## src/rtl/field_extract_pipe.sv

```systemverilog
// Bit-field extract/extend: (in >> shift), keep len low bits, zero- or sign-extend back to WIDTH.
// Latency 2 cycles from input accept to out_valid; throughput 1 transaction per cycle.
// Backpressure: stages advance only when downstream frees; in_ready is combinational from out_ready.
module field_extract_pipe #(
    parameter int WIDTH = 32,
    parameter int LEN_W = $clog2(WIDTH + 1),
    parameter int SH_W  = $clog2(WIDTH)
) (
    input  logic             clk,
    input  logic             rst_n,
    input  logic             in_valid,
    output logic             in_ready,
    input  logic [WIDTH-1:0] in,
    input  logic [SH_W-1:0]  shift,
    input  logic [LEN_W-1:0] len,
    input  logic             sign_ext,
    output logic             out_valid,
    input  logic             out_ready,
    output logic [WIDTH-1:0] out,
    output logic             err
);

    localparam logic [LEN_W-1:0] LEN_MAX = LEN_W'(WIDTH);

    // Stage 1 state: shifted operand, clamped length, extend mode, clamp flag.
    logic             s1_valid;
    logic [WIDTH-1:0] s1_shifted;
    logic [LEN_W-1:0] s1_len;
    logic             s1_sext;
    logic             s1_err;

    // Stage 2 state; its payload is the module output directly.
    logic             s2_valid;

    // Stage-1 combinational front end and stage-2 result.
    logic [WIDTH-1:0] shifted_d;
    logic [LEN_W-1:0] len_d;
    logic             err_d;
    logic [WIDTH-1:0] mask;
    logic [WIDTH-1:0] field;
    logic             sign_bit;
    logic [WIDTH-1:0] result;

    logic s2_adv;
    logic s1_adv;

    // Pipeline advance conditions; S2 frees first so a full pipe still streams at full rate.
    always_comb begin
        s2_adv   = !s2_valid || out_ready;
        s1_adv   = s2_adv || !s1_valid;
        in_ready = s1_adv;
    end

    assign out_valid = s2_valid;

    // Front end: logical right shift (amounts >= WIDTH naturally give zero) and len clamp.
    always_comb begin
        shifted_d = in >> shift;
        len_d     = len;
        err_d     = 1'b0;
        if (len > LEN_MAX) begin
            len_d = LEN_MAX;
            err_d = 1'b1;
        end
    end

    // Mask/extend: the sign bit is the field bit under the top bit of the mask, so len==0 never extends.
    always_comb begin
        if (s1_len == LEN_MAX) begin
            mask = '1;
        end else begin
            mask = (WIDTH'(1) << s1_len) - WIDTH'(1);
        end
        field    = s1_shifted & mask;
        sign_bit = |(field & (mask ^ (mask >> 1)));
        result   = field;
        if (s1_sext && sign_bit) begin
            result = field | ~mask;
        end
    end

    // Stage 1 register: captures a new transaction whenever it can hand its current one on.
    always_ff @(posedge clk) begin
        if (!rst_n) begin
            s1_valid   <= 1'b0;
            s1_shifted <= '0;
            s1_len     <= '0;
            s1_sext    <= 1'b0;
            s1_err     <= 1'b0;
        end else if (s1_adv) begin
            s1_valid <= in_valid;
            if (in_valid) begin
                s1_shifted <= shifted_d;
                s1_len     <= len_d;
                s1_sext    <= sign_ext;
                s1_err     <= err_d;
            end
        end
    end

    // Stage 2 register: holds out/err steady while the consumer stalls.
    always_ff @(posedge clk) begin
        if (!rst_n) begin
            s2_valid <= 1'b0;
            out      <= '0;
            err      <= 1'b0;
        end else if (s2_adv) begin
            s2_valid <= s1_valid;
            if (s1_valid) begin
                out <= result;
                err <= s1_err;
            end
        end
    end

endmodule
```

## config.mk

```make
export PLATFORM = sky130hd
export DESIGN_NAME = field_extract_pipe
export DESIGN_NICKNAME = d
export VERILOG_FILES = /design/src/rtl/field_extract_pipe.sv
export SDC_FILE = /design/constraint.sdc
export NUM_CORES = 1
export LEC_CHECK = 0
export CORE_MARGIN = 3
export CORE_UTILIZATION = 50
export DETAILED_ROUTE_END_ITERATION = 7
export PLACE_DENSITY = 0.75
export REMOVE_ABC_BUFFERS = 1
export SLEW_MARGIN = 25
export SYNTH_ARGS = -nofsm -noshare
export SYNTH_HDL_FRONTEND = slang
export SYNTH_SLANG_ARGS = --single-unit
export TNS_END_PERCENT = 30
```

## constraint.sdc

```tcl
create_clock -name clk -period 6.65 [get_ports clk]
set_input_delay 1.33 -clock clk [delete_from_list [all_inputs] [get_ports clk]]
set_output_delay 1.33 -clock clk [all_outputs]
set_load 0.05 [all_outputs]
```

==> impl_metrics.csv <==
group,metric,value,unit
die,core,0.01103,sq mm
power,total_power,1.468,mW
critical_path,r2r_end,"out[19]",
die,dieHeight,113.3,um
clock_network,ctsHoldBuffers,0,
route,firstDrtPassIters,6,
power,total_leakage_power,2.620,nW
logic_synthesis,synth_top_area_cell,"dfxtp_1",
grt,grt_max_degree,76,
clock_network,cts_resized,0,
logic_synthesis,synth.top_cell.area_share,26.08,%
clock_network,cts_setup_buffers,0,
layout,drive_gt1_share,9.870,%
critical_path,r2r_start,"s1_len[4]",
clock_network,clk_path_buf_depth,2,
clock_network,numClockSinks,75,
clock_network,cts_max_level,3,
clock_network,cts_tree,"yes",
grt,grt_usage,28.32,%
critical_path,cp.required,6.93,ns
sta,period_share,75.98,%
route,drc,0,
logic_synthesis,ys_types,76,
die,initial_core_util,52.20,%
sta,fin_crit,5.053,ns
grt,grt.overflow.total,0,
placement,gp_congestion,0.9320,
route,drt_wl_total,18.40,mm
critical_path,worstRegToRegCells,14,
critical_path,endpoint,"out[19]",
clock_network,cts-buffers-inserted,9,
critical_path,worstPathArrival,5.33,ns
die,rows,38,
critical_path,startpoint,"s1_len[4]",
sta,relSlewSlack,32.81,%
route,drt_iter0_drc,501,
logic_synthesis,synth_area_leaders,"dfxtp_1 (26%), mux2i_1 (8.2%), a21oi_1 (6.5%)",
layout,antennaDiodeCount,0,
logic_synthesis,syn_avg_cell_area,7.888,sq um
power,power_density,214.4,mW/mm^2
logic_synthesis,synth_edf_count,0,
route,antenna_left,0,
clock_network,clock_latency,0.35,ns
critical_path,reg2reg_slack,1.60,ns
die,die_w,113.3,um
sta,rsz0062_at_grt,"no",
sta,tightest_slew,1.005,ns
critical_path,crit_type,"reg2reg",
critical_path,critPathLaunchType,"register",
logic_synthesis,synth_top_flop_cell,"dfxtp_1",
grt,antenna_found_initial,0,
min_path,min_path_type,"reg2reg",
die,die_area,0.01284,sq mm
power,ir_worst_vdd,182.1,uV
sta,setup_tns,0,ns
sta,slew_violations,0,
logic_synthesis,synth_async_sr_flop_share,0,%
sta,fmax,0.1979,GHz
layout,fin_nets,814,
layout,area_delta_synth_final,18.95,%
logic_synthesis,ys_seq_area_share,26.08,%
route,wl_per_cell,20.22,um
route,vias,5823,
sta,finalHoldViolCount,0,
placement,port_buffers,82,
sta,fin_skew,0.009394,ns
critical_path,worst_setup_path_end_kind,"register",
status,outcome,"completed",
logic_synthesis,syn-cell-area,0.005758,sq mm
grt,grt_pass1_vias,5311,
logic_synthesis,synthCells,730,
critical_path,cp_max_fo,32,
route,routed_via_density,6.399,
grt,grt_pass1_wl,28.90,mm
logic_synthesis,ys_seq_elements,75,
placement,hpwl,13.61,mm
clock_network,cts_root_buffer,"clkbuf_16",
die,ios,83,
sta,setup_viol,0,
logic_synthesis,yosysWarnings,0,
min_path,min_from,"s1_err",
job,max_cap_viol_count,0,
clock_network,clk_pin_slew,0.07,ns
-- per-layer routing --
layer	GRT usage (%)	up-vias	share of wire (%)
met5	0	-	0
met4	8.574	0	2.4
met3	4.278	39	7.0
met2	48.18	262	49
met1	37.11	2750	42
li1	-	2772	-
-- cells in the final DEF, fill, tap and decap left out, types with 11 or more instances in the layout --
master,count
a31oi_1,11
o211a_1,15
nor2b_1,25
o21ai_0,62
mux4_2,16
mux2i_1,47
dfxtp_1,75
clkdlybuf4s50_1,80
a21oi_1,75
nand3_1,17
nor2_1,38
mux2_2,11
a21boi_0,11
buf_4,12
and2_1,11
nand2_1,96
-- metrics by stage --
stage,hold slack [ns],instance area (sq um),util [%],instances,setup slack [ns]
after global routing,0.5049,6849,62.09,910,1.234
final,0.4694,6849,62.09,910,1.597
after CTS,0.4741,6847,62.07,910,1.687
after detailed placement,0.4642,6539,59.28,894,1.702
after global placement,0.4563,6511,59.03,893,1.782
after floorplan,0.4412,5435,-,660,2.353
-- flip-flops by register name (all words and copies together), names as in the netlist --
register,flops
s1_valid,1
err,1
out_valid,1
out,32
s1_len,6
s1_err,1
s1_shifted,32
s1_sext,1
-- critical path: stages, from the launching register on --
cell and delay, ns:
dfxtp_1 0.62, or2_2 0.55, nor3_1 0.42, nand2_1 0.14
ha_1 0.48, buf_4 0.33, o21ai_0 0.16, o21ai_0 0.17
a211oi_2 0.33, mux2_2 0.39, o2111ai_2 0.09, nor3_2 0.07
a41oi_4 0.83, mux2i_1 0.19, a21oi_1 0.20
-- report_power, final --
group | switching [mW] | internal [mW] | total (mW)
combinational | 0.276 | 0.179 | 0.455
clock | 0.215 | 0.297 | 0.512
sequential | 0.0238 | 0.477 | 0.501
-- worst min-delay path by stage --
stage          endpoint  slack, ns  depth (start not counted)
3_3_place_gp        err       0.46                          2
6_report         s1_err       0.47                          2
2_1_floorplan       err       0.44                          2
5_1_grt             err       0.50                          2
3_5_place_dp     s1_err       0.46                          2
4_1_cts          s1_err       0.47                          2
-- cell families after synthesis --
logic type,after synthesis,share of synthesized area [%]
buffers and inverters,80,6.258
multiplexers,74,16.58
AND/OR/NAND/NOR,251,22.40
XOR/XNOR,5,0.7605
AO/OA/AOI/OAI,244,27.71
flip-flops,75,26.08
adder cells (fa/ha/maj),1,0.2173
-- cells in the mapped netlist (7+ instances only) --
cell	instances
nor2_1	38
o211a_1	15
buf_2	18
a211oi_1	10
nand3_1	17
nand2_1	96
nand2b_1	8
a31oi_1	11
a22oi_1	10
o21ai_0	62
dfxtp_1	75
nor3_1	8
and2_1	11
a21boi_0	11
mux4_2	16
mux2i_1	47
nor2b_1	26
mux2_2	11
a21oi_1	75
clkbuf_1	40
inv_1	7
-- area by class of cell --
| class | instances | area (sq um) |
|---|---|---|
| clock buffers | 9 | 225.2 |
| clock inverters | 7 | 82.58 |
| fillers | 967 | 4182 |
| inverters | 10 | 37.54 |
| multi-input cells | 575 | 3904 |
| flip-flops and latches | 75 | 1501 |
| well taps | 140 | 175.2 |
| repair buffers | 94 | 923.4 |
Power figures use the tool's default switching activity.
==> patch (config.mk and constraints unchanged) <==
`WIDTH`: 32 -> 16.
--- a/src/rtl/field_extract_pipe.sv
+++ b/src/rtl/field_extract_pipe.sv
@@ -4,3 +4,3 @@
 module field_extract_pipe #(
-    parameter int WIDTH = 32,
+    parameter int WIDTH = 16,
     parameter int LEN_W = $clog2(WIDTH + 1),
Ports: changed (resized in, len, out and shift); port bits go from 83 to 49. The function was not compared with the original's and may differ.
==> patch against the original RTL <==
- clock power is 60% lower
- worst setup slack better by 0.88 ns
- sequential share of layout area grew 2.2 points
- non-clock buffer count down 43
- register-to-register slack better by 1.2 ns
- cell area decreased by 49%
- synthesized area fell by 49%
- sequential power down 44%
- combinational power is 53% lower
- routed wire length is 60% lower
- sequential cell count is 33 lower
- power fell by 52%
==> patch: results (changes against the original RTL) <==
- Post-DP Area: 0.00338 sq mm (was 0.00654 sq mm)
- Port buffer count: 48 (was 82)
- Post-cts sizing count: 0 (unchanged)
- Clk_lat worst skew: 0.30 ns (was 0.35 ns)
- Max Root-Sink Buffers: 2 (unchanged)
- Yosys Warn Count: 0 (unchanged)
- Worst Hold Class: reg2reg (unchanged)
- Maxcap violations: 0 (unchanged)
- Nets: 418 (was 814)
- WP data arrival: 2.84 ns (was 5.33 ns)
- Gpl congestion: 0.930 (was 0.932)
- Leakage: 1.28 nW (was 2.62 nW)
- Detail Placement HPWL: 5.35 mm (was 13.6 mm)
- Mux cell area share after synthesis: 0.102 (was 0.166)
- Max FO, Critical Path: 5 (was 32)
- Clock Tree Root: clkbuf_8 (was clkbuf_16)
- R2R Path Start: s1_len[3] (was s1_len[4])
- Psw: 0.000234 W (was 0.000515 W)
- TritonCTS Buffers: 5 (was 9)
- Antenna diodes: 0 (unchanged)
- Vias in the first global route: 2,628 (was 5,311)
- Netlist cell types: 58 (was 76)
- Post-synthesis compound-gate area fraction: 0.308 (was 0.277)
- Synth top area cells: dfxtp_1, mux2i_1, nand2_1 (was dfxtp_1, mux2i_1, a21oi_1)
- CTS clock-pin slew for the worst setup and hold paths: approximately 0.080 ns
- Maximum vdd drop: 0.107 mV (was 0.182 mV)
- Hold_sp: s1_shifted[15] (was s1_err)
- Status: finished, final reports clean (unchanged)
- Starting DRT DRC Count: 268 (was 501)
- Via Count: 2,813 (was 5,823)
- Gr usage total: 0.226 (was 0.283)
- Adder-cell share of the synthesized area: 0.00428 (was 0.00217)
- Worst Setup SP: out_ready (was s1_len[4])
- Largest registers: out: 16 flops, s1_shifted: 16 flops, s1_len: 5 flops (was out: 32 flops, s1_shifted: 32 flops, s1_len: 6 flops)
- Synth async-reset ratio: 0 (unchanged)
- Average wire per standard cell: 16.1 microns (was 20.2 microns)
- Pre-antenna DRT Iters: 5 (was 6)
- Global-route wire length before repair: 12.1 mm (was 28.9 mm)
- H-tree levels: 2 (was 3)
- Headroom to the max-slew limit: 0.445 (was 0.328)
- Commonest cells in the synthesized netlist: dfxtp_1, nand2_1, a21oi_1 (was nand2_1, a21oi_1, dfxtp_1)
- Share of post-route cells with drive strength above 1: 0.0799 (was 0.0987)
- Sequential area share after synthesis: 0.288 (was 0.261)
- Post-CTS Setup Repair Bufs: 0 (unchanged)
- Clock skew: 0.0116 ns (was 0.00939 ns)
- Largest net degree at the start of global routing: 45 (was 76)
- Post-Synth XOR/XNOR Area: 0 (was 0.00761)
- Initial antenna violation count: 0 (unchanged)
-- patch: cell count changes after synthesis, moves of 21 or more --
cell,unedited run,this run
nand2_1,96,39
a21oi_1,75,28
o21ai_0,62,24
dfxtp_1,75,42
mux2i_1,47,15
nor2_1,38,17
-- patch: area by class of cell --
| cell class | count | area, sq um |
|---|---|---|
| clock buffer | 5 | 68.8 |
| clock inverter | 3 | 43.8 |
| fill | 513 | 2080 |
| inverter | 8 | 30.0 |
| multi-input combinational | 279 | 1910 |
| sequential | 42 | 841 |
| tap | 72 | 90.1 |
| timing repair buffer | 51 | 503 |
-- patch: path summary, 6_finish.rpt --
kind / endpoint / slack, ns / cells after the start
min: s1_shifted[15] / 0.47 / 2
max reg2reg: out[14] / 2.82 / 10
min reg2reg: s1_shifted[15] / 0.47 / 2
max: in_ready / 2.48 / 4
-- patch: cell families (layout without fill, tap and decap cells) --
logic type,count (synthesis),count (layout)
and+or+nand+nor,128,128
AOI/OAI and AO/OA,127,127
DFF,42,42
buffers and inverters,38,67
muxes,23,23
adders and majority gates,1,1
-- patch: power by group through the flow --
stage / sequential (W) / clock [W] / combinational [W]
3_3_place_gp: 0.000287 / 0 / 0.000210
2_1_floorplan: 0.000310 / 0 / 0.000114
3_5_place_dp: 0.000287 / 0 / 0.000212
5_1_grt: 0.000284 / 0.000218 / 0.000233
4_1_cts: 0.000281 / 0.000209 / 0.000213
6_report: 0.000282 / 0.000205 / 0.000213
-- patch: per-layer routing --
layer | global-route usage | share of wire | up-vias
met5 | 0 | 0 | -
met4 | 0.0930 | 0.018 | 0
met3 | 0.0206 | 0.060 | 14
met2 | 0.374 | 0.48 | 104
met1 | 0.300 | 0.44 | 1299
li1 | - | - | 1396
-- patch: worst max-delay path, stage by stage --
cell             delay [ns]
clkdlybuf4s50_1        0.40
nor2b_1                0.26
nand2_1                0.13
clkdlybuf4s50_1        0.72
-- patch: metrics by stage --
step                hold slack [ns]  setup WS [ns]  cells
floorplan                     0.436           3.29    329
global placement              0.448           2.52    452
detailed placement            0.453           2.48    452
CTS                           0.465           2.47    460
global route                  0.499           2.41    460
finish                        0.466           2.48    460
